**config.mk**
```make
export PLATFORM = sky130hd
export DESIGN_NAME = nexys_starship_hazard_gen
export DESIGN_NICKNAME = d
export VERILOG_FILES = /design/src/rtl/nexys_starship_hazard_gen.sv
export SDC_FILE = /design/constraint.sdc
export NUM_CORES = 1
export LEC_CHECK = 0
export CAP_MARGIN = 10
export CELL_PAD_IN_SITES_DETAIL_PLACEMENT = 0
export CELL_PAD_IN_SITES_GLOBAL_PLACEMENT = 2
export CORE_UTILIZATION = 38
export CTS_CLUSTER_DIAMETER = 30
export DETAILED_ROUTE_END_ITERATION = 6
export PLACE_DENSITY = 0.91
export RECOVER_POWER = 50
export SLEW_MARGIN = 10
export SYNTH_ARGS = -nofsm -noshare
export SYNTH_HDL_FRONTEND = slang
export SYNTH_SLANG_ARGS = --single-unit
```
**constraint.sdc**
```tcl
create_clock -name timer_clk -period 3.43 [get_ports timer_clk]
set_clock_uncertainty 0.05 [all_clocks]
set_input_delay 0.686 -clock timer_clk [delete_from_list [all_inputs] [get_ports timer_clk]]
set_output_delay 0.686 -clock timer_clk [all_outputs]
set_load 0.01 [all_outputs]
```
**src/rtl/nexys_starship_hazard_gen.sv**
```systemverilog
`timescale 1ns/1ps
`default_nettype none
// ============================================================================
// Module   : nexys_starship_hazard_gen
// Purpose  : Break-event source for the four repair state machines. Paces
//            events on the game tick and picks a free target subsystem and a
//            4-bit repair combo from a 16-bit LFSR. Holds the target's request
//            until that subsystem reports broken, or until a timeout expires.
//            The gap between events shrinks as acknowledged events accumulate.
// Ports    : timer_clk     - game tick clock (rising edge)
//            Reset         - asynchronous, active-high
//            play_flag     - start of game
//            gameover_ctrl - end of game, returns the block to IDLE
//            broken[3:0]   - broken flags {right, left, bottom, top}
//            TR/BR/LR/RR_random - registered break requests
//            random_hex    - registered repair combo
//            difficulty    - saturating difficulty level
//            q_HG_*        - one-hot state outputs
// Revision : 1.0 - initial release
// ============================================================================
module nexys_starship_hazard_gen #(
  parameter logic [15:0] LFSR_SEED    = 16'hACE1,
  parameter int          BASE_GAP     = 8,
  parameter int          MIN_GAP      = 2,
  parameter int          RAMP_EVENTS  = 4,
  parameter int          FIRE_TIMEOUT = 6
) (
  input  logic       timer_clk,
  input  logic       Reset,
  input  logic       play_flag,
  input  logic       gameover_ctrl,
  input  logic [3:0] broken,
  output logic       TR_random,
  output logic       BR_random,
  output logic       LR_random,
  output logic       RR_random,
  output logic [3:0] random_hex,
  output logic [1:0] difficulty,
  output logic       q_HG_Idle,
  output logic       q_HG_Wait,
  output logic       q_HG_Fire,
  output logic       q_HG_Hold
);

  localparam logic [7:0] BASE_GAP_C  = 8'(BASE_GAP);
  localparam logic [7:0] MIN_GAP_C   = 8'(MIN_GAP);
  localparam logic [7:0] RAMP_LAST_C = 8'(RAMP_EVENTS - 1);
  localparam logic [7:0] FIRE_LAST_C = 8'(FIRE_TIMEOUT - 1);

  typedef enum logic [1:0] {
    S_IDLE = 2'd0,
    S_WAIT = 2'd1,
    S_FIRE = 2'd2,
    S_HOLD = 2'd3
  } state_t;

  state_t     state, state_nxt;
  logic [15:0] lfsr, lfsr_nxt;
  logic [7:0] cur_gap, cur_gap_nxt;
  logic [7:0] gap_cnt, gap_cnt_nxt;
  logic [7:0] fire_cnt, fire_cnt_nxt;
  logic [7:0] ramp_cnt, ramp_cnt_nxt;
  logic [1:0] target, target_nxt;
  logic [3:0] hex_nxt;
  logic [1:0] diff_nxt;
  logic [3:0] req, req_nxt;
  logic [7:0] gap_dec;

  // Free-target scan: first index, starting at lfsr[5:4], whose broken bit is clear.
  logic       free_found;
  logic [1:0] free_idx;
  logic [1:0] scan_idx;

  always_comb begin
    free_found = 1'b0;
    free_idx   = lfsr[5:4];
    scan_idx   = lfsr[5:4];
    for (int i = 0; i < 4; i++) begin
      scan_idx = lfsr[5:4] + 2'(i);
      if (!free_found && !broken[scan_idx]) begin
        free_found = 1'b1;
        free_idx   = scan_idx;
      end
    end
  end

  // Fibonacci LFSR, taps 16/14/13/11; an all-zero value reloads the seed.
  always_comb begin
    if (lfsr == 16'd0) begin
      lfsr_nxt = LFSR_SEED;
    end else begin
      lfsr_nxt = {lfsr[14:0], lfsr[15] ^ lfsr[13] ^ lfsr[12] ^ lfsr[10]};
    end
  end

  // Gap after a difficulty step, floored at MIN_GAP.
  assign gap_dec = (cur_gap > MIN_GAP_C) ? (cur_gap - 8'd1) : MIN_GAP_C;

  always_comb begin
    state_nxt    = state;
    cur_gap_nxt  = cur_gap;
    gap_cnt_nxt  = gap_cnt;
    fire_cnt_nxt = fire_cnt;
    ramp_cnt_nxt = ramp_cnt;
    target_nxt   = target;
    hex_nxt      = random_hex;
    diff_nxt     = difficulty;

    case (state)
      S_IDLE: begin
        cur_gap_nxt  = BASE_GAP_C;
        ramp_cnt_nxt = 8'd0;
        diff_nxt     = 2'd0;
        // Game over held together with play keeps the block parked.
        if (play_flag && !gameover_ctrl) begin
          state_nxt   = S_WAIT;
          gap_cnt_nxt = BASE_GAP_C;
        end
      end
      S_WAIT: begin
        if (gap_cnt != 8'd0) begin
          gap_cnt_nxt = gap_cnt - 8'd1;
        end else if (free_found) begin
          target_nxt   = free_idx;
          hex_nxt      = lfsr[3:0];
          fire_cnt_nxt = 8'd0;
          state_nxt    = S_FIRE;
        end
      end
      S_FIRE: begin
        // Acknowledge is checked before timeout so a same-tick ack wins.
        if (broken[target]) begin
          state_nxt = S_HOLD;
        end else if (fire_cnt == FIRE_LAST_C) begin
          state_nxt   = S_WAIT;
          gap_cnt_nxt = cur_gap;
        end else begin
          fire_cnt_nxt = fire_cnt + 8'd1;
        end
      end
      S_HOLD: begin
        state_nxt = S_WAIT;
        if (ramp_cnt == RAMP_LAST_C) begin
          ramp_cnt_nxt = 8'd0;
          cur_gap_nxt  = gap_dec;
          gap_cnt_nxt  = gap_dec;
          diff_nxt     = (difficulty == 2'd3) ? 2'd3 : (difficulty + 2'd1);
        end else begin
          ramp_cnt_nxt = ramp_cnt + 8'd1;
          gap_cnt_nxt  = cur_gap;
        end
      end
      default: begin
        state_nxt = S_IDLE;
      end
    endcase

    // Game over overrides every in-game transition and restores the
    // difficulty settings at once.
    if (gameover_ctrl && (state != S_IDLE)) begin
      state_nxt    = S_IDLE;
      cur_gap_nxt  = BASE_GAP_C;
      ramp_cnt_nxt = 8'd0;
      diff_nxt     = 2'd0;
    end

    req_nxt = (state_nxt == S_FIRE) ? (4'b0001 << target_nxt) : 4'b0000;
  end

  always_ff @(posedge timer_clk or posedge Reset) begin
    if (Reset) begin
      state      <= S_IDLE;
      lfsr       <= LFSR_SEED;
      cur_gap    <= BASE_GAP_C;
      gap_cnt    <= 8'd0;
      fire_cnt   <= 8'd0;
      ramp_cnt   <= 8'd0;
      target     <= 2'd0;
      random_hex <= 4'd0;
      difficulty <= 2'd0;
      req        <= 4'd0;
    end else begin
      state      <= state_nxt;
      lfsr       <= lfsr_nxt;
      cur_gap    <= cur_gap_nxt;
      gap_cnt    <= gap_cnt_nxt;
      fire_cnt   <= fire_cnt_nxt;
      ramp_cnt   <= ramp_cnt_nxt;
      target     <= target_nxt;
      random_hex <= hex_nxt;
      difficulty <= diff_nxt;
      req        <= req_nxt;
    end
  end

  assign TR_random = req[0];
  assign BR_random = req[1];
  assign LR_random = req[2];
  assign RR_random = req[3];

  assign q_HG_Idle = (state == S_IDLE);
  assign q_HG_Wait = (state == S_WAIT);
  assign q_HG_Fire = (state == S_FIRE);
  assign q_HG_Hold = (state == S_HOLD);

endmodule
`default_nettype wire

```
# [Word level (Yosys, flattened, before mapping)]
# Index checks and enable logic that the tools add are counted.
[totals] ff_bits=62 input_bits=8 out_inout_bits=14 word_cells=115
[op_classes] add_sub_neg=8 magnitude_cmp=6 n_eq_ne=15 n_shift=1 mux=50 bitwise=4 reduce_logical=21
[op_table] operator="8-bit 2-to-1 mux" n=13
[op_table] operator="8-bit one-hot mux with 2 select lines" n=3
[op_table] operator="8-bit one-hot mux with 4 select lines" n=1
[op_table] operator="2-bit 2-to-1 mux" n=15
[op_table] operator="8-bit by 1-bit adder with 8-bit output, second input constant" n=2
[op_table] operator="16-bit logical NOT" n=1
[op_table] operator="16-bit 2-to-1 mux" n=1
[op_table] operator="8-bit by 1-bit subtractor with 8-bit output, second input constant" n=2
[op_table] operator="2-bit by 3-bit < comparator with 1-bit output, second input constant" n=5
[op_table] operator="1-bit binary-select mux with 2-bit select" n=5
[op_table] operator="1-bit 2-to-1 mux" n=9
[op_table] operator="2-bit equality test, second input constant" n=4
[op_table] operator="8-bit by 2-bit equality test with 1-bit output, second input constant" n=1
[op_table] operator="8-bit by 3-bit equality test with 1-bit output, second input constant" n=1
[op_table] operator="8-bit by 2-bit > comparator with 1-bit output, second input constant" n=1
[op_table] operator="2-bit by 1-bit != test with 1-bit output, second input constant" n=4
[op_table] operator="2-bit one-hot mux with 4 select lines" n=1
[op_table] operator="8-bit nonzero test" n=1
[op_table] operator="1-bit logical NOT" n=6
[op_table] operator="2-bit != test, second input constant" n=3
[op_table] operator="1-bit logical AND" n=5
[op_table] operator="5-bit AND reduction" n=1
[op_table] operator="2-bit by 1-bit adder with 2-bit output, second input constant" n=2
[op_table] operator="2-bit adder, second input constant" n=2
[op_table] operator="13 further kinds" n=16

# [Depth between registers and ports, before layout]
# Gate-level depths: netlist of run 1.
[logic_depth] word_depth=18 depth_mapped=10 ltp_nobuf=8

# [Worst setup path before layout of run 1]
# Ideal clock, no wire load.
[synth_timing] kind="register -> register" from="register lfsr[4]" to="register req[3]" setup_time_ns=0.120 arrival_time_ns=2.275 required_ns=3.260 setup_slack_ns=0.985 stages_incl_launch_ff=11 n_path_buf=2 synth_period_minus_slack_ns=2.445 path_cell_list="dfrtp_1 -> clkbuf_1 -> inv_1 -> ha_1 -> clkbuf_1 -> or3b_2 -> a21oi_1 -> o21a_1 -> o21ai_0 -> a22oi_1 -> and3b_1"
[synth_between] elab_chain_cells=18 word_cells_on_any_way=36 cone_classes="add/sub: 3; eq/ne: 1; shift: 1; mux: 23; reduce/logical: 8"
[synth_lines] element="from (decl)" line_no="58" rtl="logic [15:0] lfsr, lfsr_nxt;"
[synth_lines] element="from (signal assigned)" line_no="184" rtl="lfsr <= lfsr_nxt;"
[synth_lines] element="2-bit by 1-bit adder with 2-bit output" line_no="79" rtl="scan_idx = lfsr[5:4] + 2'(i);"
[synth_lines] element="1-bit binary-select mux with 2-bit select" line_no="80" rtl="if (!free_found && !broken[scan_idx]) begin"
[synth_lines] element="1-bit 2-to-1 mux (implied by the code)" line_no="80"
[synth_lines] element="1-bit logical NOT" line_no="80"
[synth_lines] element="1-bit logical AND" line_no="80"
[synth_lines] element="1-bit 2-to-1 mux" line_no="80"
[synth_lines] element="1-bit logical NOT" line_no="80"
[synth_lines] element="1-bit logical AND" line_no="80"
[synth_lines] element="[3 not listed]"
[synth_lines] element="1-bit 2-to-1 mux" line_no="80"
[synth_lines] element="2-bit 2-to-1 mux" line_no="123" rtl="end else if (free_found) begin"
[synth_lines] element="2-bit 2-to-1 mux" line_no="121" rtl="if (gap_cnt != 8'd0) begin"
[synth_lines] element="2-bit one-hot mux with 4 select lines" line_no="109" rtl="case (state)"
[synth_lines] element="2-bit 2-to-1 mux" line_no="160" rtl="if (gameover_ctrl && (state != S_IDLE)) begin"
[synth_lines] element="2-bit equality test" line_no="167" rtl="req_nxt = (state_nxt == S_FIRE) ? (4'b0001 << target_nxt) : 4'b0000;"
[synth_lines] element="4-bit 2-to-1 mux (*)" line_no="167"
[synth_lines] element="via req_nxt[3]" line_no="66" rtl="logic [3:0] req, req_nxt;"
[synth_lines] element="to (signal assigned)" line_no="192" rtl="req <= req_nxt;"
[synth_lines] element="to (decl)" line_no="66"
# The timed path passes the listed nets; every way through them passes the cells marked *. The select of a mux whose other input is x is not followed.
# A chain may end at the register's enable or synchronous reset.

# [Worst setup path in the final report of run 1]
[layout_timing] from="register state[0]" to="output port q_HG_Fire"
[layout_between] elab_chain_cells=1
[layout_lines] element="from (decl)" line_no="57" rtl="state_t state, state_nxt;"
[layout_lines] element="from (signal assigned)" line_no="183" rtl="state <= state_nxt;"
[layout_lines] element="2-bit equality test" line_no="203" rtl="assign q_HG_Fire = (state == S_FIRE);"
[layout_lines] element="to (decl)" line_no="41" rtl="output logic q_HG_Fire,"
# Every way passes these cells.

==> results of run 1 <==
## layer usage
layer | vias up | global-route usage (%) | wire length, um
met2 | 58 | 27.6 | 3690
met4 | 0 | 4.75 | 72
met5 | - | 0 | 0
met3 | 7 | 4.57 | 391
li1 | 1396 | - | -
met1 | 1383 | 26.5 | 3960
## cell usage after synthesis (2+ instances only)
library cell and number:
inv_1 18, mux2_2 6, a31oi_1 3, nor2_1 32
a21oi_1 29, xor2_1 8, a211oi_1 6, ha_1 12
and2_1 2, nand4_1 5, nand3b_1 10, nor4_1 7
a21o_1 3, o2111ai_1 2, xnor2_1 7, o21ai_0 31
nand2_1 26, and3_1 10, or3_1 2, nand2b_1 11
a41oi_1 3, a22oi_1 2, buf_6 5, a22o_1 2
or4_1 2, a2bb2oi_1 2, clkbuf_1 19, nand3_1 5
and3b_1 2, dfstp_2 9, mux2i_1 3, a32o_1 2
nor2b_1 5, nor3_1 9, and4_1 2, dfrtp_1 53
## worst register-to-register path: stages (launching register included)
cell and delay [ps]:
dfstp_2 580, inv_1 110, ha_1 420, or3b_2 480
a21oi_1 150, o21a_1 130, o21ai_0 90, a22oi_1 330
and3b_1 230
## flip-flops by register name, indices dropped and copies added, names as in the netlist
signal,cells
cur_gap,8
target,2
ramp_cnt,8
gap_cnt,8
fire_cnt,8
difficulty,2
random_hex,4
state,2
req,4
lfsr,16
## cell type report
cell class	count	area [sq um]	area share (%)
clock inverters	7	62.6	1.56
well taps	111	139	3.46
multi-input cells	275	1820	45.3
clock buffers	9	124	3.08
flip-flops and latches	62	1560	38.9
repair buffers	26	240	5.98
inverters	18	67.6	1.68
## power by group through the flow
| stage | Combinational [mW] | Clock [mW] | Sequential (mW) |
|---|---|---|---|
| floorplan | 0.628 | 0 | 0.920 |
| global placement | 0.884 | 0 | 0.924 |
| detailed placement | 0.880 | 0 | 0.929 |
| CTS | 0.887 | 0.641 | 0.916 |
| global route | 0.984 | 0.672 | 0.933 |
| finish | 0.882 | 0.622 | 0.917 |
## layout by cell type, fill, tap and decap left out, types with 11 or more instances in the layout
master and count:
a21oi_1 29, ha_1 12, clkdlybuf4s50_1 20, inv_1 18, nand2_1 26, dfrtp_1 53
nand2b_1 11, nor2_1 32, o21ai_0 31
## how the worst min path moves through the flow
stage | from | endpoint | slack (ps)
after global routing | lfsr[11] | lfsr[12] | 360
after detailed placement | lfsr[1] | lfsr[2] | 340
after CTS | lfsr[7] | lfsr[8] | 360
after global placement | lfsr[11] | lfsr[12] | 340
final | lfsr[7] | lfsr[8] | 350
after floorplan | lfsr[8] | lfsr[9] | 380
## cells by family (layout without fill, tap and decap cells)
group           after synthesis  in the layout  synth area share, %
fa+ha+maj                    12             12                 4.19
flops                        62             62                 43.6
compound gates               97             97                 17.2
mux                          10             10                 3.35
simple gates                141            141                 22.4
buf+inv                      43             60                 5.58
xor+xnor                     15             15                 3.67
## through the flow
| stage | total power, mW | hold slack [ps] | util (%) | cells |
|---|---|---|---|---|
| after global routing | 2.59 | 360 | 43.7 | 508 |
| after detailed placement | 1.81 | 338 | 41.7 | 492 |
| after global placement | 1.81 | 342 | 41.7 | 492 |
| after floorplan | 1.55 | 379 | - | 380 |
| final | 2.42 | 348 | 43.7 | 508 |
| after CTS | 2.44 | 356 | 43.8 | 508 |
==> out/metrics.cfg, run 1 <==
[synthesis]
synth_ff_type = dfrtp_1
ys_seq_area_share_pct = 43.6
synth_nets = 400
avgSynthCellArea_sq_um = 9.43
synth_top_area_cell = dfrtp_1
synth_edf_count = 0
yosysTopAreaCellShare_pct = 37.0
syn-cell-area_sq_mm = 0.00358
postSynthCellCount = 380
yosysWarnings = 0
synth.distinct_cells = 61
ys_ff_latch = 62
synth_area_leaders = dfrtp_1 37%, dfstp_2 6.6%, o21ai_0 4.3%, ha_1 4.2%, a21oi_1 4.0%
async_flop_share_pct = 100

[routing]
initialDrtViolationCount = 179
vias_per_cell = 5.60
drc = 0
ant_nets = 0
drt_wl_total_mm = 8.12
wl_per_cell_um = 16.0
first_pass_iters = 5
vias = 2844

[min_path]
min-delay-path-class = reg2reg
worstHoldPathCells = 0

[layout]
diodes = 0
nets = 412
drive_gt1_share_pct = 10.3
fill_cells = 893
syn2layout_area_growth_pct = 12.1
fin_area_sq_mm = 0.00402

[grt]
grt_pass1_vias = 2704
gr-usage-all-layers_pct = 18.4
grt_antenna_before_repair = 0
grt_pass1_wl_mm = 14.2
grt_overflow = 0
grt_start_max_net_pins = 26

[setup_path]
endpoint_kind = output port
cp-start-kind = register
crit_end = q_HG_Fire
cp_slowest_cell = clkdlybuf4s50_1
r2r-end = req[3]
r2r_slack_ps = 740
cp.required_ps = 2690
cp-startpoint = state[0]
rr_worst_depth = 8
crit_fanout = 19
cp_cell_sequence = inv_1 > ha_1 > clkdlybuf4s50_1
max_stage_delay_ps = 670
cp_top_family = buffers and inverters
reg2reg_from = lfsr[5]
crit_type = reg2out
crit_cells = 3
cp_num_buf_inv = 2
cp.arrival_ps = 2180

[sta]
min_period_over_period_pct = 85.0
drv_slew = 0
max_freq_mhz = 343
finalSetupViolCount = 0
min_period_ps = 2920
timing.final.hold_violations = 0
tightest_slew_ps = 1460
worst_slew_margin_rel_pct = 2.95
rsz0062_at_grt = false
worst_slack_ps = 515
fin_setup_tns_ps = 0

[cts]
postCtsHoldBufs = 0
cts_sinks = 62
cts_resized = 0
path_clk_slew_ps = 90
postCtsSetupBuffers = 0
cts.root.buffer_cell = clkbuf_8
clock_latency_ps = 350
cts_made_buffers = 9
htreeDepth = 3
cts_tree = yes
clock_path_buffers = 2

[power]
peakVddDrop_v = 0.000347
power_frac_seq_pct = 37.9
power.density_mw_per_mm2 = 603
p_clk_share_pct = 25.7
p_sw_share_pct = 39.3
p_switching_mw = 0.952
leakagePower_nw = 1.68
cell_internal_pwr_mw = 1.47
p_comb_share_pct = 36.4

[floorplanning]
die_w_um = 99.1
start_util_pct = 39.0
core_area_sq_mm = 0.00920
die_area_sq_mm = 0.00983
rows = 35
die_h_um = 99.1
num_io_pins = 22

[run_status]
outcome = finished, final reports clean

[placement]
placed_cell_area_sq_mm = 0.00384
port_buffers = 21
hpwl_mm = 5.62
routabilityCongestion = 0.800
place_ws_ps = 354

[run]
maxCapViolations = 0

(Power assumes the default switching activity.)
==> run 2, diff against run 1 <==
--- a/config.mk
+++ b/config.mk
@@ -8,10 +8,10 @@
 export CAP_MARGIN = 10
 export CELL_PAD_IN_SITES_DETAIL_PLACEMENT = 0
 export CELL_PAD_IN_SITES_GLOBAL_PLACEMENT = 2
-export CORE_UTILIZATION = 38
+export CORE_UTILIZATION = 34
 export CTS_CLUSTER_DIAMETER = 30
 export DETAILED_ROUTE_END_ITERATION = 6
-export PLACE_DENSITY = 0.91
+export PLACE_DENSITY = 0.86
 export RECOVER_POWER = 50
 export SLEW_MARGIN = 10
 export SYNTH_ARGS = -nofsm -noshare
==> constraint.sdc (replaced) <==
create_clock -name timer_clk -period 2.45 [get_ports timer_clk]
set_clock_uncertainty 0.05 [all_clocks]
set_input_delay 0.49 -clock timer_clk [delete_from_list [all_inputs] [get_ports timer_clk]]
set_output_delay 0.49 -clock timer_clk [all_outputs]
set_load 0.01 [all_outputs]
==> run 2 against run 1 <==
  * Hold slack worse by 12 ps
  * Highest routed layer unchanged
  * Flip-flop and latch count unchanged
  * Non-clock buffer count up 27
  * Via count up 3.2%
  * Die area up 12%
  * Critical path depth up 1
  * First-iteration DRC count up 2.8%
  * Largest cell class unchanged
  * Core utilization down 2.2 points
==> out/metrics.cfg, run 2 (same netlist as run 1, synthesis figures left out) <==
[sta]
max_freq_mhz = 420
tightest_slew_ps = 1410
whs_ps = 336
fin_setup_tns_ps = 0
min_period_over_period_pct = 97.2
rsz0062_at_grt = false
drv_slew = 0
worst_slack_ps = 69.2
min_period_ps = 2380
finalSetupViolCount = 0
timing.final.hold_violations = 0
worst_slew_margin_rel_pct = 6.16

[min_path]
hold_end = lfsr[9]
min-delay-path-class = reg2reg
worstHoldPathCells = 0
worst_hold_startpoint = lfsr[8]

[layout]
fin_area_sq_mm = 0.00427
diodes = 0
max_flop_register = lfsr
layout_commonest_cell = dfrtp_1
nets = 439
drive_gt1_share_pct = 17.2
largest_register_ffs = 16
final_cell_mix = 52 x dfrtp_1, 32 x nor2_1, 31 x o21ai_0, 31 x buf_4, 28 x a21oi_1
syn2layout_area_growth_pct = 19.0
fill_cells = 1059

[routing]
initialDrtViolationCount = 184
drc = 0
wl_per_cell_um = 15.1
drt_wl_total_mm = 8.45
vias = 2936
ant_nets = 0
first_pass_iters = 4
vias_per_cell = 5.24

[grt]
grt_start_max_net_pins = 63
grt_pass1_wl_mm = 14.3
grt_pass1_vias = 2895
grt_antenna_before_repair = 0
gr-usage-all-layers_pct = 16.5
grt_overflow = 0

[power]
power.density_mw_per_mm2 = 828
peakVddDrop_v = 0.000306
leakagePower_nw = 1.81
total_power_mw = 3.53

[floorplanning]
die_area_sq_mm = 0.0110
rows = 37
die_h_um = 105
start_util_pct = 34.9
num_io_pins = 22
core_area_sq_mm = 0.0103
die_w_um = 105

[cts]
clock_latency_ps = 360
cts_resized = 2
path_clk_slew_ps = 90
postCtsHoldBufs = 0
cts.root.buffer_cell = clkbuf_8
postCtsSetupBuffers = 0
cts_made_buffers = 9
htreeDepth = 3
cts_tree = yes
cts_sinks = 62
clock_path_buffers = 2

[setup_path]
rr_worst_depth = 8
cp_cell_sequence = inv_1 > ha_1 > buf_4 > clkdlybuf4s50_1
r2r_slack_ps = 120
crit_fanout = 9
cp.required_ps = 1910
cp_slowest_cell = clkdlybuf4s50_1
r2r-end = req[3]
cp.arrival_ps = 1840
max_stage_delay_ps = 560
reg2reg_from = lfsr[5]
crit_type = reg2out
endpoint_kind = output port
cp-start-kind = register

[placement]
hpwl_mm = 5.99
place_ws_ps = -251
placed_cell_area_sq_mm = 0.00409
routabilityCongestion = 0.784
port_buffers = 21

[run]
maxCapViolations = 0

[run_status]
outcome = finished, final reports clean

[run 2: changes by cell type in the layout (fill, tap and decap cells not counted), sizes merged]
cell / before / now
buf: 3 / 32
clkbuf: 11 / 9
clkdlybuf4s50: 20 / 21
clkinv: 2 / 3
dlygate4sd3: 1 / 0
inv: 22 / 21
[run 2: how the worst max path moves through the flow]
stage	startpoint	slack, ps	cells past startpoint	endpoint
finish	state[1]	70	4	q_HG_Wait
global route	lfsr[5]	3	8	req[3]
CTS	state[1]	30	4	q_HG_Wait
detailed placement	broken[3]	-250	7	gap_cnt[6]
global placement	broken[3]	-180	7	gap_cnt[6]
floorplan	lfsr[4]	5	10	req[3]
[run 2: area by class of cell]
type	instances	area (sq um)	share of cell area (%)
Clock buffer	9	124	2.90
Clock inverter	7	56.3	1.32
Inverter	18	67.6	1.58
Tap cell	136	170	3.99
Multi-Input combinational cell	275	1840	43.0
Timing Repair Buffer	53	448	10.5
Sequential cell	62	1560	36.7
[run 2: power breakdown]
part | internal (mW) | switching, mW | total (mW)
Combinational | 0.662 | 0.743 | 1.40
Sequential | 1.15 | 0.138 | 1.28
Clock | 0.380 | 0.460 | 0.840
[run 2: critical path: cells and delay by family (launching register included)]
| family | cells | cell delay (ps) |
|---|---|---|
| buf+inv | 3 | 850 |
| flops | 1 | 450 |
| fa+ha+maj | 1 | 180 |
[run 2: metal layers]
metal | GRT usage (%) | part of all wire, % | up-vias
met3 | 3.31 | 4.8 | 12
met4 | 6.04 | 1.5 | 0
met5 | 0 | 0 | -
met2 | 24.5 | 45 | 66
li1 | - | - | 1446
met1 | 23.5 | 48 | 1412
[run 2: through the flow]
| step | cells | utilization [%] |
|---|---|---|
| 2_1_floorplan | 380 | - |
| 3_3_place_gp | 544 | 39.7 |
| 3_5_place_dp | 544 | 39.7 |
| 4_1_cts | 560 | 41.6 |
| 5_1_grt | 560 | 41.5 |
| 6_report | 560 | 41.5 |
==> run 3, diff against run 2 <==
--- a/config.mk
+++ b/config.mk
@@ -8,9 +8,11 @@
 export CAP_MARGIN = 10
 export CELL_PAD_IN_SITES_DETAIL_PLACEMENT = 0
 export CELL_PAD_IN_SITES_GLOBAL_PLACEMENT = 2
+export CORE_MARGIN = 2
 export CORE_UTILIZATION = 34
 export CTS_CLUSTER_DIAMETER = 30
 export DETAILED_ROUTE_END_ITERATION = 6
+export GPL_TIMING_DRIVEN = 0
 export PLACE_DENSITY = 0.86
 export RECOVER_POWER = 50
 export SLEW_MARGIN = 10
==> constraint.sdc (replaced) <==
create_clock -name timer_clk -period 1.95 [get_ports timer_clk]
set_clock_uncertainty 0.05 [all_clocks]
set_input_delay 0.39 -clock timer_clk [delete_from_list [all_inputs] [get_ports timer_clk]]
set_output_delay 0.39 -clock timer_clk [all_outputs]
set_load 0.01 [all_outputs]
==> run 3 against run 2 <==
  * The run now ends with negative setup slack left
  * Design area increased by 13%
  * First-iteration DRC count is 10% lower
  * Clock power rose by 54%
  * Flip-flop and latch count did not move
  * Combinational power up 54%
  * Sequential share of layout area down 4.0 points
  * Non-clock buffer count grew 31
  * Clock-buffer cell count grew 1
  * Via count increased by 5.0%
  * Critical path type is now in2reg
  * Highest routed layer unchanged
==> out/metrics.cfg, run 3 (same netlist as run 1, synthesis figures left out) <==
[sta]
rsz0062_at_grt = true
worst_slew_margin_rel_pct = 48.6
min_period_over_period_pct = 111
tightest_slew_ps = 769
finalSetupViolCount = 22
whs_ps = 429
max_freq_mhz = 462
fin_setup_tns_ps = -2500
min_period_ps = 2160
worst_slack_ps = -213
drv_slew = 0
timing.final.hold_violations = 0

[grt]
grt_pass1_vias = 3010
grt_overflow = 0
grt_util_met3_pct = 3.95
grt_pass1_wl_mm = 15.3
grt_antenna_before_repair = 0
grtUsageMet2_pct = 26.7
grt_start_max_net_pins = 37
gr-usage-all-layers_pct = 16.9
grt-busiest-layer = met2
use_met1_pct = 23.3

[layout]
nets = 470
seq_area_sq_mm = 0.00157
syn2layout_area_growth_pct = 34.0
largest_register_ffs = 16
fin_area_sq_mm = 0.00480
fill_cells = 1001
drive_gt1_share_pct = 32.1
final_cell_mix = 48 x dfrtp_1, 39 x buf_4, 29 x nor2_1
layout_commonest_cell = dfrtp_1
max_flop_register = lfsr
diodes = 0
multi_input_area_sq_mm = 0.00209

[routing]
wl_per_cell_um = 15.7
initialDrtViolationCount = 165
ant_nets = 0
first_pass_iters = 4
drt_wl_total_mm = 9.26
vias_per_cell = 5.22
vias = 3084
drc = 0

[cts]
cts_sinks = 62
clock_latency_ps = 340
htreeDepth = 3
clock_path_buffers = 2
path_clk_slew_ps = 70
cts_made_buffers = 9
cts.root.buffer_cell = clkbuf_8
postCtsHoldBufs = 0
cts_tree = yes

[setup_path]
reg2reg_from = target[0]
r2r-end = gap_cnt[6]
crit_type = in2reg
r2r_slack_ps = -190
crit_fanout = 7
cp.required_ps = 2180
cp-startpoint = broken[2]
cp-start-kind = input port
crit_end = gap_cnt[6]
cp.arrival_ps = 2390
endpoint_kind = register
rr_worst_depth = 7

[floorplanning]
die_h_um = 107
die_area_sq_mm = 0.0114
core_area_sq_mm = 0.0103
die_w_um = 107
rows = 37
start_util_pct = 34.9
num_io_pins = 22

[placement]
port_buffers = 18
routabilityCongestion = 0.773
hpwl_mm = 6.03
placed_cell_area_sq_mm = 0.00405
place_ws_ps = -635

[power]
peakVddDrop_v = 0.000407
power.density_mw_per_mm2 = 1060
leakagePower_nw = 2.04

[run]
maxCapViolations = 0

[run_status]
outcome = complete, but fails checks
violations = negative setup slack

[min_path]
min-delay-path-class = reg2reg

==> run 3: cell types whose count changed in the layout (fill, tap and decap cells not counted), sizes merged <==
cell,before,now
clkdlybuf4s50,21,13
buf,32,50
dlygate4sd3,0,1
bufinv,0,2
dlygate4sd2,0,4
clkbuf,9,26
inv,21,18
==> run 3: what timing repair did <==
item / 4_1_cts / 5_1_grt
pin swaps: 18 / 20
endpoints found under the setup margin: 44 / 36
gates resized for setup: 41 / 40
setup buffers: 25 / 17
==> run 3: layout make-up <==
class / instances / area share (%)
Multi-Input combinational cell: 275 / 43.5
Sequential cell: 62 / 32.7
Timing Repair Buffer: 61 / 10.6
Tap cell: 136 / 3.54
Buffer: 23 / 3.52
Clock buffer: 10 / 2.66
Clock inverter: 6 / 1.98
Inverter: 18 / 1.54
==> run 3: worst min path at each step <==
stage,start,to,slack (ps),cells after the start
after floorplan,lfsr[8],lfsr[9],380,1
after global placement,lfsr[9],lfsr[10],400,1
after detailed placement,lfsr[8],lfsr[9],400,1
after CTS,lfsr[9],lfsr[10],430,1
after global routing,lfsr[11],lfsr[12],450,1
final,lfsr[8],lfsr[9],430,1
==> run 3: routing by layer <==
layer  up-vias  part of all wire, %
li1       1502                    -
met1      1516                   48
met2        58                   47
met3         8                  4.2
met4         0                  1.2
met5         -                    0
==> run 3: per-stage QoR <==
step | total power, mW | cells | util, %
after floorplan | 2.81 | 380 | -
after CTS | 4.91 | 574 | 44.4
after global placement | 3.31 | 534 | 39.2
after global routing | 5.40 | 591 | 46.7
final | 5.07 | 591 | 46.7
after detailed placement | 3.33 | 535 | 39.4
==> run 3: where the power goes <==
part           switching (mW)  internal, mW  total [mW]
Clock                   0.555         0.732        1.29
Sequential              0.175          1.44        1.62
Combinational            1.11          1.05        2.16
==> run 3: critical path: stages <==
cell,delay [ps]
clkdlybuf4s50_1,410
mux4_2,500
nand3b_1,200
a22o_1,250
or2_1,240
buf_8,140
a211oi_4,140
a211o_1,110
